[config.mk]
export PLATFORM = sky130hd
export DESIGN_NAME = mem_wb_stage
export DESIGN_NICKNAME = d
export VERILOG_FILES = /design/src/rtl/mem_wb_stage_pkg.sv /design/src/rtl/mem_wb_stage_load_ext.sv /design/src/rtl/mem_wb_stage.sv
export SDC_FILE = /design/constraint.sdc
export NUM_CORES = 1
export LEC_CHECK = 0
export BUFFER_PORTS_ARGS = -buffer_cell sky130_fd_sc_hd__buf_2
export CORE_UTILIZATION = 42
export CTS_CLUSTER_DIAMETER = 40
export DETAILED_ROUTE_END_ITERATION = 8
export GPL_ROUTABILITY_DRIVEN = 0
export PLACE_DENSITY = 0.7
export SYNTH_ARGS = -nofsm -noshare
export SYNTH_HDL_FRONTEND = slang
export SYNTH_SLANG_ARGS = --single-unit
[constraint.sdc]
create_clock -name clk -period 3.75 [get_ports clk]
set_clock_uncertainty 0.2 [all_clocks]
set_input_delay 0.1875 -clock clk [delete_from_list [all_inputs] [get_ports clk]]
set_output_delay 0.1875 -clock clk [all_outputs]
set_load 0.02 [all_outputs]
[src/rtl/mem_wb_stage_pkg.sv]
// Shared MEM/WB encodings: load types and write-back source selects.
// The controller and EX/MEM stage use the same constants.
package mem_wb_stage_pkg;

    localparam int unsigned WORD_W = 32;

    localparam logic [2:0] LD_W  = 3'd0;
    localparam logic [2:0] LD_H  = 3'd1;
    localparam logic [2:0] LD_HU = 3'd2;
    localparam logic [2:0] LD_B  = 3'd3;
    localparam logic [2:0] LD_BU = 3'd4;

    localparam logic [1:0] WB_ALU = 2'd0;
    localparam logic [1:0] WB_MEM = 2'd1;
    localparam logic [1:0] WB_PC8 = 2'd2;

endpackage

[src/rtl/mem_wb_stage_load_ext.sv]
// Sub-word load alignment and sign/zero extension of the DM read word.
// Lane order matches DM stores: addr_lo[1]=1 selects the upper half.
module mem_wb_stage_load_ext
    import mem_wb_stage_pkg::*;
(
    input  logic [WORD_W-1:0] rdata,
    input  logic [1:0]        addr_lo,
    input  logic [2:0]        ld_type,
    output logic [WORD_W-1:0] ext
);

    logic [15:0] w_half;
    logic [7:0]  w_byte;

    always_comb begin
        w_half = addr_lo[1] ? rdata[31:16] : rdata[15:0];
        case (addr_lo)
            2'd0:    w_byte = rdata[7:0];
            2'd1:    w_byte = rdata[15:8];
            2'd2:    w_byte = rdata[23:16];
            default: w_byte = rdata[31:24];
        endcase
    end

    // Unknown load types fall back to a full-word load.
    always_comb begin
        case (ld_type)
            LD_H:    ext = {{16{w_half[15]}}, w_half};
            LD_HU:   ext = {16'd0, w_half};
            LD_B:    ext = {{24{w_byte[7]}}, w_byte};
            LD_BU:   ext = {24'd0, w_byte};
            default: ext = rdata;
        endcase
    end

endmodule

[src/rtl/mem_wb_stage.sv]
// MEM->WB pipeline register: selects the GRF write-back value, registers it with
// control for the WB stage, and counts retired instructions.
module mem_wb_stage
    import mem_wb_stage_pkg::*;
#(
    parameter int unsigned DATA_W = 32,
    parameter int unsigned RA_W   = 5,
    parameter int unsigned CNT_W  = 32
) (
    input  logic              clk,
    input  logic              reset,
    input  logic              stall,
    input  logic              flush,
    input  logic              valid_m,
    input  logic [DATA_W-1:0] pc_m,
    input  logic [DATA_W-1:0] alu_m,
    input  logic [DATA_W-1:0] rdata_m,
    input  logic [2:0]        ld_type_m,
    input  logic [1:0]        wb_sel_m,
    input  logic              we_m,
    input  logic [RA_W-1:0]   wa_m,
    output logic              valid_w,
    output logic [DATA_W-1:0] pc_w,
    output logic              we_w,
    output logic [RA_W-1:0]   wa_w,
    output logic [DATA_W-1:0] wd_w,
    output logic [CNT_W-1:0]  retired
);

    logic [DATA_W-1:0] w_ld_data;
    logic [DATA_W-1:0] w_wd;
    logic              w_we;

    logic              r_valid;
    logic [DATA_W-1:0] r_pc;
    logic              r_we;
    logic [RA_W-1:0]   r_wa;
    logic [DATA_W-1:0] r_wd;
    logic [CNT_W-1:0]  r_retired;

    mem_wb_stage_load_ext u_load_ext (
        .rdata   (rdata_m),
        .addr_lo (alu_m[1:0]),
        .ld_type (ld_type_m),
        .ext     (w_ld_data)
    );

    always_comb begin
        case (wb_sel_m)
            WB_MEM:  w_wd = w_ld_data;
            WB_PC8:  w_wd = pc_m + DATA_W'(8);
            default: w_wd = alu_m;
        endcase
    end

    // $0 is hard-wired zero, and bubbles must never write the GRF.
    assign w_we = we_m && valid_m && (wa_m != '0);

    always_ff @(posedge clk) begin
        if (reset) begin
            r_valid   <= 1'b0;
            r_pc      <= '0;
            r_we      <= 1'b0;
            r_wa      <= '0;
            r_wd      <= '0;
            r_retired <= '0;
        end else if (flush) begin
            r_valid <= 1'b0;
            r_pc    <= '0;
            r_we    <= 1'b0;
            r_wa    <= '0;
            r_wd    <= '0;
        end else if (!stall) begin
            r_valid <= valid_m;
            r_pc    <= pc_m;
            r_we    <= w_we;
            r_wa    <= wa_m;
            r_wd    <= w_wd;
            if (valid_m) begin
                r_retired <= r_retired + CNT_W'(1);
            end
        end
    end

    assign valid_w = r_valid;
    assign pc_w    = r_pc;
    assign we_w    = r_we;
    assign wa_w    = r_wa;
    assign wd_w    = r_wd;
    assign retired = r_retired;

endmodule

# [Word level (Yosys, flattened, before mapping)]
# Index checks and enable logic that the tools add are counted.
# W data, S select, Z words.
[totals] register_bits=103 inputBits=112 output_inout_bits=103 wordCells=28
[op_classes] addsub=2 n_eq_ne=8 n_mux=4 bitwise_logic=2 reduce_logical=6
[ops] operator="$pmux W32 S4" n=1
[ops] operator="$pmux W32 S2" n=1
[ops] operator="$add A32 B1 Y32 const B" n=1
[ops] operator="$add A32 B4 Y32 const B" n=1
[ops] operator="$pmux W8 S3" n=1
[ops] operator="$mux W16" n=1
[ops] operator="$eq A3 B2 Y1 const B" n=2
[ops] operator="$reduce_bool A5 Y1" n=1
[ops] operator="$eq A2 B1 Y1 const B" n=2
[ops] operator="$eq A2 B2 Y1 const B" n=2
[ops] operator="$eq A3 B1 Y1 const B" n=1
[ops] operator="$eq A3 B3 Y1 const B" n=1
[ops] operator="$reduce_and A3 Y1" n=1
[ops] operator="$logic_and A1 B1 Y1" n=2
[ops] operator="$logic_not A2 Y1" n=1
[ops] operator="$not A1 Y1" n=2
[ops] operator="$reduce_or A2 Y1" n=1

# [Depth between registers and ports, before layout]
# Gate-level depths: netlist of the first run.
[logic_depth] ltp_word=4 ltp_mapped=8

# [Hierarchy]
# From an unflattened synthesis of the first run, not the netlist that was laid out.
[hier_totals] hier_cells=740 area_unflattened_um2=6165.9
[by_module_without_submodules] module="mem_wb_stage" instances=1 cells_each=589 area_per_inst_um2=5024.8 seq_area_each_um2=2062.0
[by_module_without_submodules] module="mem_wb_stage_load_ext" instances=1 cells_each=151 area_per_inst_um2=1141.1 seq_area_each_um2=0.0

# [Worst setup path after synthesis of the first run]
# No wires, ideal clock.
[synth_path] path_kind="input to register" startpoint="input stall" endpoint="register r_retired[21], in the netlist retired[21]" setup_ns=0.128 arrival_time_ns=1.579 setup_slack_ns=1.843 stages=8 n_path_buf=3 path_cell_list="buf_6 > or3b_1 > buf_6 > nor4_4 > buf_6 > nand4_1 > xor2_1 > nor2_1"
[synth_via] elab_chain_cells=2
[synth_rtl] element="start, declared" line="mem_wb_stage.sv:12" rtl="input logic stall,"
[synth_rtl] element="$not A1 Y1 (no line)"
[synth_rtl] element="$reduce_and A3 Y1 (no line)"
[synth_rtl] element="end signal, assigned" line="mem_wb_stage.sv:80" rtl="r_retired <= r_retired + CNT_W'(1);"
[synth_rtl] element="end, declared" line="mem_wb_stage.sv:39" rtl="logic [CNT_W-1:0] r_retired;"
# No other way between the ends.
# A chain may end at the register's enable or synchronous reset.

# [Final worst setup path of the first run]
[layout_path] startpoint="input flush" endpoint="register r_retired[13], in the netlist retired[13]"
[layout_via] elab_chain_cells=2
[layout_rtl] element="start, declared" line="mem_wb_stage.sv:13" rtl="input logic flush,"
[layout_rtl] element="$not A1 Y1 (no line)"
[layout_rtl] element="$reduce_and A3 Y1 (no line)"
# No other way between the ends.

==> summary.json, run 1 <==
{
  "status": "finished clean",
  "vias_in_the_first_global_route": 5764,
  "fmaxAchievable_ghz": 0.394,
  "final_layout_size_suffix_gt1_frac": 0.274,
  "synth_enable_flop_cells": 0,
  "top_level_ports": 215,
  "final_min_period_over_clock_period": 0.677,
  "cts_repair_resize_count": 0,
  "num_rows": 42,
  "cts_tree": "built",
  "antenna-diode-count": 0,
  "worst_pin_slew_ps": 1130,
  "gr-usage-all-layers": 0.270,
  "syn_area_um2": 5710,
  "clock-sinks": 103,
  "most-common-layout-cells": "214 x sky130_fd_sc_hd__buf_2, 103 x sky130_fd_sc_hd__dfxtp_1, 102 x sky130_fd_sc_hd__nor2_1",
  "synth_async_sr_flop_share": 0,
  "avgRoutedWirePerCell_um": 17.5,
  "number_of_register_bits_inferred_by_synthesis": 103,
  "vias": 6177,
  "library_cell_used_as_clock_root_buffer": "sky130_fd_sc_hd__clkbuf_16",
  "synth_nets": 793,
  "worstSkewPairLatency_ps": 360,
  "maxCapViolations": 0,
  "detail_route.vias_per_cell": 5.61,
  "cp-end-kind": "register",
  "maximum_number_of_pins_on_one_net_before_global_route_repair": 49,
  "syn_to_final_growth_pct": 35.9,
  "rsz0062_at_grt": "no",
  "cts-buffers-inserted": 9,
  "finalSetupTns_ps": 0,
  "synth_flop_cell": "sky130_fd_sc_hd__dfxtp_1",
  "timing.critical_path.cells": "dlygate4sd3_1 -> buf_2 -> or3b_1 -> nor4_4 -> nand4_1 -> xor2_1 -> nor2_1",
  "maxSlewHeadroom": 0.245,
  "totalPowerFinal_w": 0.00264,
  "netlist_instances": 677,
  "min_period_ps": 2540,
  "port_buffers": 214,
  "cts.htree.levels": 3,
  "worstHoldPathCells": 3,
  "slew_viol_final": 0,
  "layout.nets": 1036,
  "nFillCells": 1234,
  "critical_path_peak_fanout": 12,
  "total_power_per_unit_cell_area_nw_per_um2": 340,
  "synthDistinctLibCells": 59,
  "critical_path.n_buffers_inverters": 2,
  "hold_slack_ps": 14.9,
  "crit_required_ps": 3780,
  "drcViolationCount": 0,
  "hpwlAfterDp_um": 13600,
  "worstSetupStartpointType": "primary input",
  "post_syn_area_per_cell_um2": 8.44,
  "postRouteAntennaNets": 0,
  "grt_first_pass_wirelength_um": 30000,
  "totalWireLength_um": 19300,
  "critPathKind": "primary input to register",
  "yosys_warnings": 0,
  "synth.yosys.seq_area_share": 0.361,
  "wp_depth": 7,
  "crit_path_top_delay_cell": "sky130_fd_sc_hd__nor4_4",
  "utilization": 0.586,
  "first_pass_iters": 5,
  "die_height_um": 119,
  "effective_utilization_at_floorplan": 0.432,
  "hold_violations": 0,
  "hold_path_class": "primary input to register",
  "clk_pin_slew_ps": 80,
  "antenna_found_initial": 0,
  "max-vdd-ir-drop_mv": 0.234,
  "layout_commonest_cell": "sky130_fd_sc_hd__buf_2",
  "setup_failing_eps_final": 0,
  "crit_path_max_incr_delay_ps": 710,
  "clockBufferDepth": 2,
  "cp_top_family": "simple AND/OR/NAND/NOR gates",
  "cp.arrival_ps": 2570,
  "design.core.area_um2": 13200,
  "fin_area_um2": 7760,
  "globalRouteOverflowTotal": 0,
  "dieArea_um2": 14100,
  "floorplan.die.width_um": 119,
  "p_leak_nw": 3.42,
  "detail_route.iter0.violations": 469,
  "worstRegToRegCells": 5,
  "placed_cell_area_um2": 6850
}
==> cell usage after synthesis (all sizes together), types with 15 or more instances <==
master / instances / share of area
nand2: 39 / 0.026
xnor2: 19 / 0.029
clkbuf: 29 / 0.019
a21oi: 15 / 0.013
nand4: 19 / 0.021
mux2i: 45 / 0.079
xor2: 33 / 0.051
o221ai: 23 / 0.035
a211oi: 16 / 0.022
nand3: 31 / 0.027
o21ai: 32 / 0.028
buf: 19 / 0.018
nor2: 103 / 0.068
dfxtp: 103 / 0.36
==> final cells by class <==
cell class | count | area (um^2) | share of cell area
Sequential cell | 103 | 2060 | 0.266
Tap cell | 176 | 220 | 0.0284
Multi-Input combinational cell | 515 | 3410 | 0.439
Clock inverter | 7 | 87.6 | 0.0113
Clock buffer | 9 | 225 | 0.0290
Inverter | 11 | 41.3 | 0.00532
Timing Repair Buffer | 280 | 1720 | 0.221
==> report_power, final <==
group / internal, W / switching [W]
Combinational: 0.000212 / 0.000288
Clock: 0.000532 / 0.000461
Sequential: 0.00112 / 0.0000191
Total: 0.00187 / 0.000769
==> metrics by stage <==
stage	setup slack, ps	cells
6_report	1210	1101
5_1_grt	1100	1101
4_1_cts	1240	1101
3_5_place_dp	1230	1025
3_3_place_gp	1260	1025
2_1_floorplan	1840	677
==> sequential cells by signal (all words and copies together), names as in the netlist <==
signal,flops
retired,32
wa_w,5
valid_w,1
pc_w,32
wd_w,32
we_w,1
==> timing repair <==
item                      4_1_cts  5_1_grt
hold endpoints to repair       62        0
setup buffers                   0        0
hold buffers                   60        0
==> per-layer routing <==
layer	up-vias	GRT usage	wire, um
met4	0	0.0973	560
met3	43	0.0700	1470
li1	2966	-	-
met5	-	0	0
met1	2895	0.328	7910
met2	273	0.456	9330
==> worst min-delay path: cells and delay by family <==
family,cells,cell delay (ps)
buffers and inverters,1,70
AO/OA/AOI/OAI,2,270
==> cell families after synthesis <==
kind of cell | synth area share
mux | 0.0926
compound gates | 0.188
buf+inv | 0.0440
simple gates | 0.225
fa+ha+maj | 0.0105
flops | 0.361
xor+xnor | 0.0797
==> worst paths after layout <==
check,to,startpoint,slack (ps)
worst max-delay path,retired[13],flush,1210
worst min-delay path,wd_w[9],alu_m[9],10
worst max register to register,retired[13],retired[4],1590
worst min register to register,wd_w[6],wd_w[6],260
(Power assumes the default switching activity.)
==> run 2: changes to the inputs <==
Clock period 3.75 ns to 2.6 ns, I/O delays scaled along.
==> run 2 against run 1 <==
Net effect:
- count of clock-buffer cells in the layout stayed put
- critical path depth is 1 higher
- sequential power is 45% higher
==> summary.json, run 2 (synthesized netlist as in run 1, its figures left out) <==
{
  "multi_input_comb_area_um2": 3410,
  "maxSlewHeadroom": 0.372,
  "critical_path_peak_fanout": 5,
  "status": "finished clean",
  "setup.reg_to_reg.worst_slack_ps": 540,
  "grt_use_met3": 0.0676,
  "slew_viol_final": 0,
  "first_pass_iters": 5,
  "crit_path_max_incr_delay_ps": 570,
  "port_buffers": 214,
  "vias": 6262,
  "cts.htree.levels": 3,
  "layout.nets": 1062,
  "antenna-diode-count": 0,
  "die_height_um": 119,
  "cp.arrival_ps": 2640,
  "cp-end-kind": "register",
  "design.core.area_um2": 13200,
  "totalWireLength_um": 19700,
  "fmaxAchievable_ghz": 0.394,
  "regToRegEndpoint": "retired[26]",
  "cts-buffers-inserted": 9,
  "placedCellCount": 1036,
  "drcViolationCount": 0,
  "syn_to_final_growth_pct": 39.9,
  "clock-sinks": 103,
  "utilization": 0.604,
  "layout_commonest_cell": "sky130_fd_sc_hd__buf_2",
  "rsz0062_at_grt": "no",
  "min_period_ps": 2540,
  "gr-max-usage-layer": "met2",
  "worstRegToRegCells": 6,
  "worstSetupStartpointType": "primary input",
  "stdcell_count": 1127,
  "critPathKind": "primary input to register",
  "hpwlAfterDp_um": 13800,
  "worst_path_most_repeated_cell": "sky130_fd_sc_hd__dlygate4sd3_1",
  "vias_in_the_first_global_route": 5788,
  "maximum_number_of_pins_on_one_net_before_global_route_repair": 39,
  "total_power_per_unit_cell_area_nw_per_um2": 482,
  "grt_util_met1": 0.340,
  "library_cell_used_as_clock_root_buffer": "sky130_fd_sc_hd__clkbuf_16",
  "finalSetupTns_ps": 0,
  "register_area_um2": 2060,
  "worstHoldPathCells": 3,
  "final_min_period_over_clock_period": 0.977,
  "gr-usage-all-layers": 0.272,
  "setup_failing_eps_final": 0,
  "top_level_ports": 215,
  "floorplan.die.width_um": 119,
  "antenna_found_initial": 0,
  "most-common-layout-cells": "214 x sky130_fd_sc_hd__buf_2, 103 x sky130_fd_sc_hd__dfxtp_1, 102 x sky130_fd_sc_hd__nor2_1",
  "grt_first_pass_wirelength_um": 30300,
  "hold_slack_ps": 19.1,
  "globalRouteOverflowTotal": 0,
  "crit_path_top_delay_cell": "sky130_fd_sc_hd__dlygate4sd3_1",
  "detail_route.vias_per_cell": 5.56,
  "max-vdd-ir-drop_mv": 0.530,
  "worst_pin_slew_ps": 942,
  "worstSkewPairLatency_ps": 350,
  "avgRoutedWirePerCell_um": 17.4,
  "detail_route.iter0.violations": 357,
  "postRouteAntennaNets": 0,
  "maxCapViolations": 0,
  "clk_pin_slew_ps": 70,
  "nFillCells": 1193,
  "timing.critical_path.cells": "dlygate4sd3_1 -> buf_2 -> or2_2 -> nor2_1 -> buf_4 -> a221oi_1 -> a21oi_1 -> dlygate4sd3_1",
  "clockBufferDepth": 2,
  "final_layout_size_suffix_gt1_frac": 0.278,
  "worstReg2RegStart": "retired[0]",
  "pre_cts_slack_ps": 415,
  "worstHoldEndpoint": "wd_w[21]",
  "hold_violations": 0,
  "crit_required_ps": 2700,
  "worst_slack_ps": 60.5,
  "p_leak_nw": 3.55,
  "cts_repair_resize_count": 0,
  "num_rows": 42,
  "hold_path_class": "primary input to register",
  "cts_tree": "built",
  "grtUsageMet2": 0.448,
  "effective_utilization_at_floorplan": 0.432,
  "beginning_of_the_worst_hold_path": "rdata_m[21]",
  "dieArea_um2": 14100
}
-- run 2: worst max-delay path, delay by kind of cell --
family / cells / cell delay (ps)
compound gates: 2 / 280
simple gates: 2 / 730
buf+inv: 4 / 1490
-- run 2: how the worst max path moves through the flow --
| stage | from | end | slack [ps] | cells after the start |
|---|---|---|---|---|
| final | flush | wd_w[10] | 60 | 8 |
| after global routing | flush | wd_w[10] | 10 | 8 |
| after CTS | flush | wd_w[10] | 140 | 8 |
| after detailed placement | wb_sel_m[1] | wd_w[6] | 420 | 8 |
| after global placement | wb_sel_m[1] | wd_w[7] | 460 | 8 |
| after floorplan | retired[0] | retired[10] | 700 | 6 |
-- run 2: cell type report --
class | instances | area share
Inverter | 11 | 0.00516
Clock buffer | 9 | 0.0282
Timing Repair Buffer | 306 | 0.244
Multi-Input combinational cell | 515 | 0.427
Tap cell | 176 | 0.0275
Clock inverter | 7 | 0.0108
Sequential cell | 103 | 0.258
-- run 2: what timing repair did --
action | in CTS | in global routing
hold buffers | 75 | 0
endpoints found under the hold margin | 70 | 0
buffers inserted | 0 | 0
-- run 2: layer usage --
metal | part of all wire | wire, um
met1 | 0.43 | 8370
met2 | 0.48 | 9360
met3 | 0.069 | 1350
met4 | 0.029 | 578
met5 | 0 | 0
-- run 2: metrics by stage --
step                      instance area (um^2)  power (W)
after global placement                    6930    0.00233
after CTS                                 8000    0.00386
final                                     8000    0.00385
after global routing                      8000    0.00399
after floorplan                           5710    0.00206
after detailed placement                  6930    0.00234
-- run 2: power breakdown --
part / internal, W / total [W] / switching [W]
clock network: 0.000774 / 0.00145 / 0.000673
registers: 0.00162 / 0.00165 / 0.0000267
logic: 0.000330 / 0.000757 / 0.000427
total: 0.00272 / 0.00385 / 0.00113
==> run 3: changes to the inputs <==
Settings changed: CORE_UTILIZATION 42 to 54, PLACE_DENSITY 0.7 to 0.87.
Clock period 2.6 ns to 3.3 ns, I/O delays scaled along.
==> run 3 against run 2 <==
Net effect:
- final cell count shrank 4.9%
- wire length shrank 3.5%
- sequential power shrank 21%
- highest routed layer unchanged
- largest cell class unchanged
- clock power shrank 47%
- final area shrank 3.8%
- die area shrank 22%
- worst setup slack gained 480 ps
- sequential share of layout area grew 1.0 points
- global-route usage grew 6.5 points
- critical path type unchanged
- via count grew 1.6%
==> summary.json, run 3 (synthesized netlist as in run 1, its figures left out) <==
{
  "clockBufferDepth": 2,
  "port_buffers": 214,
  "clock-sinks": 103,
  "min_period_ps": 2760,
  "cts-buffers-inserted": 9,
  "floorplan.die.width_um": 105,
  "layout_commonest_cell": "sky130_fd_sc_hd__buf_2",
  "fmaxAchievable_ghz": 0.362,
  "clk_pin_slew_ps": 100,
  "maximum_number_of_pins_on_one_net_before_global_route_repair": 49,
  "antenna_found_initial": 1,
  "worstSetupStartpointType": "primary input",
  "pre_cts_slack_ps": 871,
  "p_leak_nw": 3.41,
  "die_height_um": 105,
  "vias": 6360,
  "gr-usage-all-layers": 0.338,
  "cp_top_family": "buffers and inverters",
  "library_cell_used_as_clock_root_buffer": "sky130_fd_sc_hd__clkbuf_8",
  "maxSlewHeadroom": 0.242,
  "dieArea_um2": 11000,
  "critical_path.n_buffers_inverters": 3,
  "slew_viol_final": 0,
  "layout.nets": 1046,
  "hpwlAfterDp_um": 13100,
  "maxCapViolations": 0,
  "num_rows": 37,
  "worst_pin_slew_ps": 1140,
  "drcViolationCount": 0,
  "crit_required_ps": 3350,
  "top_level_ports": 215,
  "detail_route.vias_per_cell": 5.93,
  "timing.critical_path.cells": "dlygate4sd3_1 -> buf_2 -> ha_1 -> nand3_1 -> or2_2 -> xnor2_1 -> a221oi_1 -> a21oi_1 -> dlygate4sd3_1",
  "critical_path_peak_fanout": 9,
  "register_area_um2": 2060,
  "cp-end-kind": "register",
  "detail_route.iter0.violations": 562,
  "worst_path_most_repeated_cell": "sky130_fd_sc_hd__dlygate4sd3_1",
  "multi_input_comb_area_um2": 3410,
  "nFillCells": 795,
  "most-common-layout-cells": "214 x sky130_fd_sc_hd__buf_2, 103 x sky130_fd_sc_hd__dfxtp_1, 102 x sky130_fd_sc_hd__nor2_1",
  "setup_failing_eps_final": 0,
  "globalRouteOverflowTotal": 0,
  "postRouteAntennaNets": 0,
  "cts.htree.levels": 3,
  "critPathKind": "primary input to register",
  "crit_path_top_delay_cell": "sky130_fd_sc_hd__dlygate4sd3_1",
  "avgRoutedWirePerCell_um": 17.7,
  "post_cts.repair.setup_buffers": 0,
  "first_pass_iters": 7,
  "final_layout_size_suffix_gt1_frac": 0.273,
  "grt_first_pass_wirelength_um": 29400,
  "effective_utilization_at_floorplan": 0.556,
  "syn_to_final_growth_pct": 34.5,
  "totalWireLength_um": 19000,
  "cp.arrival_ps": 2810,
  "vias_in_the_first_global_route": 5967,
  "hold_path_class": "primary input to register",
  "final_min_period_over_clock_period": 0.837,
  "max-vdd-ir-drop_mv": 0.323,
  "worstSkewPairLatency_ps": 370,
  "rsz0062_at_grt": "no",
  "crit_path_max_incr_delay_ps": 560,
  "finalSetupTns_ps": 0,
  "cts_tree": "built",
  "hold_violations": 0,
  "worst_slack_ps": 537,
  "status": "finished clean",
  "design.core.area_um2": 10300,
  "total_power_per_unit_cell_area_nw_per_um2": 345
}
-- run 3: cell types whose count changed in the layout (fill, tap and decap cells not counted) --
cell	change
sky130_fd_sc_hd__clkinvlp_4	+3
sky130_fd_sc_hd__bufinv_16	-1
sky130_fd_sc_hd__clkinv_4	+1
sky130_fd_sc_hd__inv_6	-2
sky130_fd_sc_hd__buf_4	-9
sky130_fd_sc_hd__clkbuf_16	-9
sky130_fd_sc_hd__clkinv_2	-1
sky130_fd_sc_hd__dlygate4sd3_1	-7
sky130_fd_sc_hd__diode_2	+1
sky130_fd_sc_hd__clkbuf_8	+9
-- run 3: area by class of cell --
class / instances / share of cell area
timing repair buffer: 290 / 0.236
sequential: 103 / 0.268
clock buffer: 9 / 0.0161
inverter: 11 / 0.00537
clock inverter: 7 / 0.00846
tap: 136 / 0.0221
antenna: 1 / 0.000326
multi-input combinational: 515 / 0.444
-- run 3: repair_timing --
item	CTS	global route
hold buffers	68	0
resized for setup	0	0
hold endpoints to repair	65	0
-- run 3: per-stage QoR --
stage	total power [W]	instance area [um^2]	utilization	hold slack (ps)	std cells
after detailed placement	0.00183	6820	0.663	186	987
after floorplan	0.00163	5710	-	84.2	677
after global routing	0.00275	7690	0.748	8.51	1072
after CTS	0.00265	7680	0.748	1.01	1071
final	0.00265	7690	0.748	13.5	1072
after global placement	0.00182	6820	0.663	179	987
-- run 3: final timing paths --
check / from / end / slack [ps] / cells after the start
hold / removal: alu_m[15] / wd_w[15] / 10 / 3
hold reg to reg: wd_w[7] / wd_w[7] / 270 / 2
setup / recovery: pc_m[3] / wd_w[11] / 540 / 9
setup reg to reg: retired[5] / retired[13] / 1160 / 5
-- run 3: metal layers --
| metal | share of wire | global-route usage |
|---|---|---|
| met5 | 0 | 0 |
| met4 | 0.038 | 0.142 |
| met3 | 0.098 | 0.0680 |
| met2 | 0.48 | 0.586 |
| met1 | 0.39 | 0.405 |
-- run 3: worst reg2reg max path, delay by kind of cell (launching register included) --
kind,cells,cell delay (ps)
xor+xnor,1,210
flops,1,430
simple gates,4,1190
-- run 3: report_power, final --
part	leakage [nW]	switching [W]	internal (W)
logic	2.48	0.000333	0.000248
registers	0.837	0.0000212	0.00128
clock network	0.0874	0.000478	0.000292
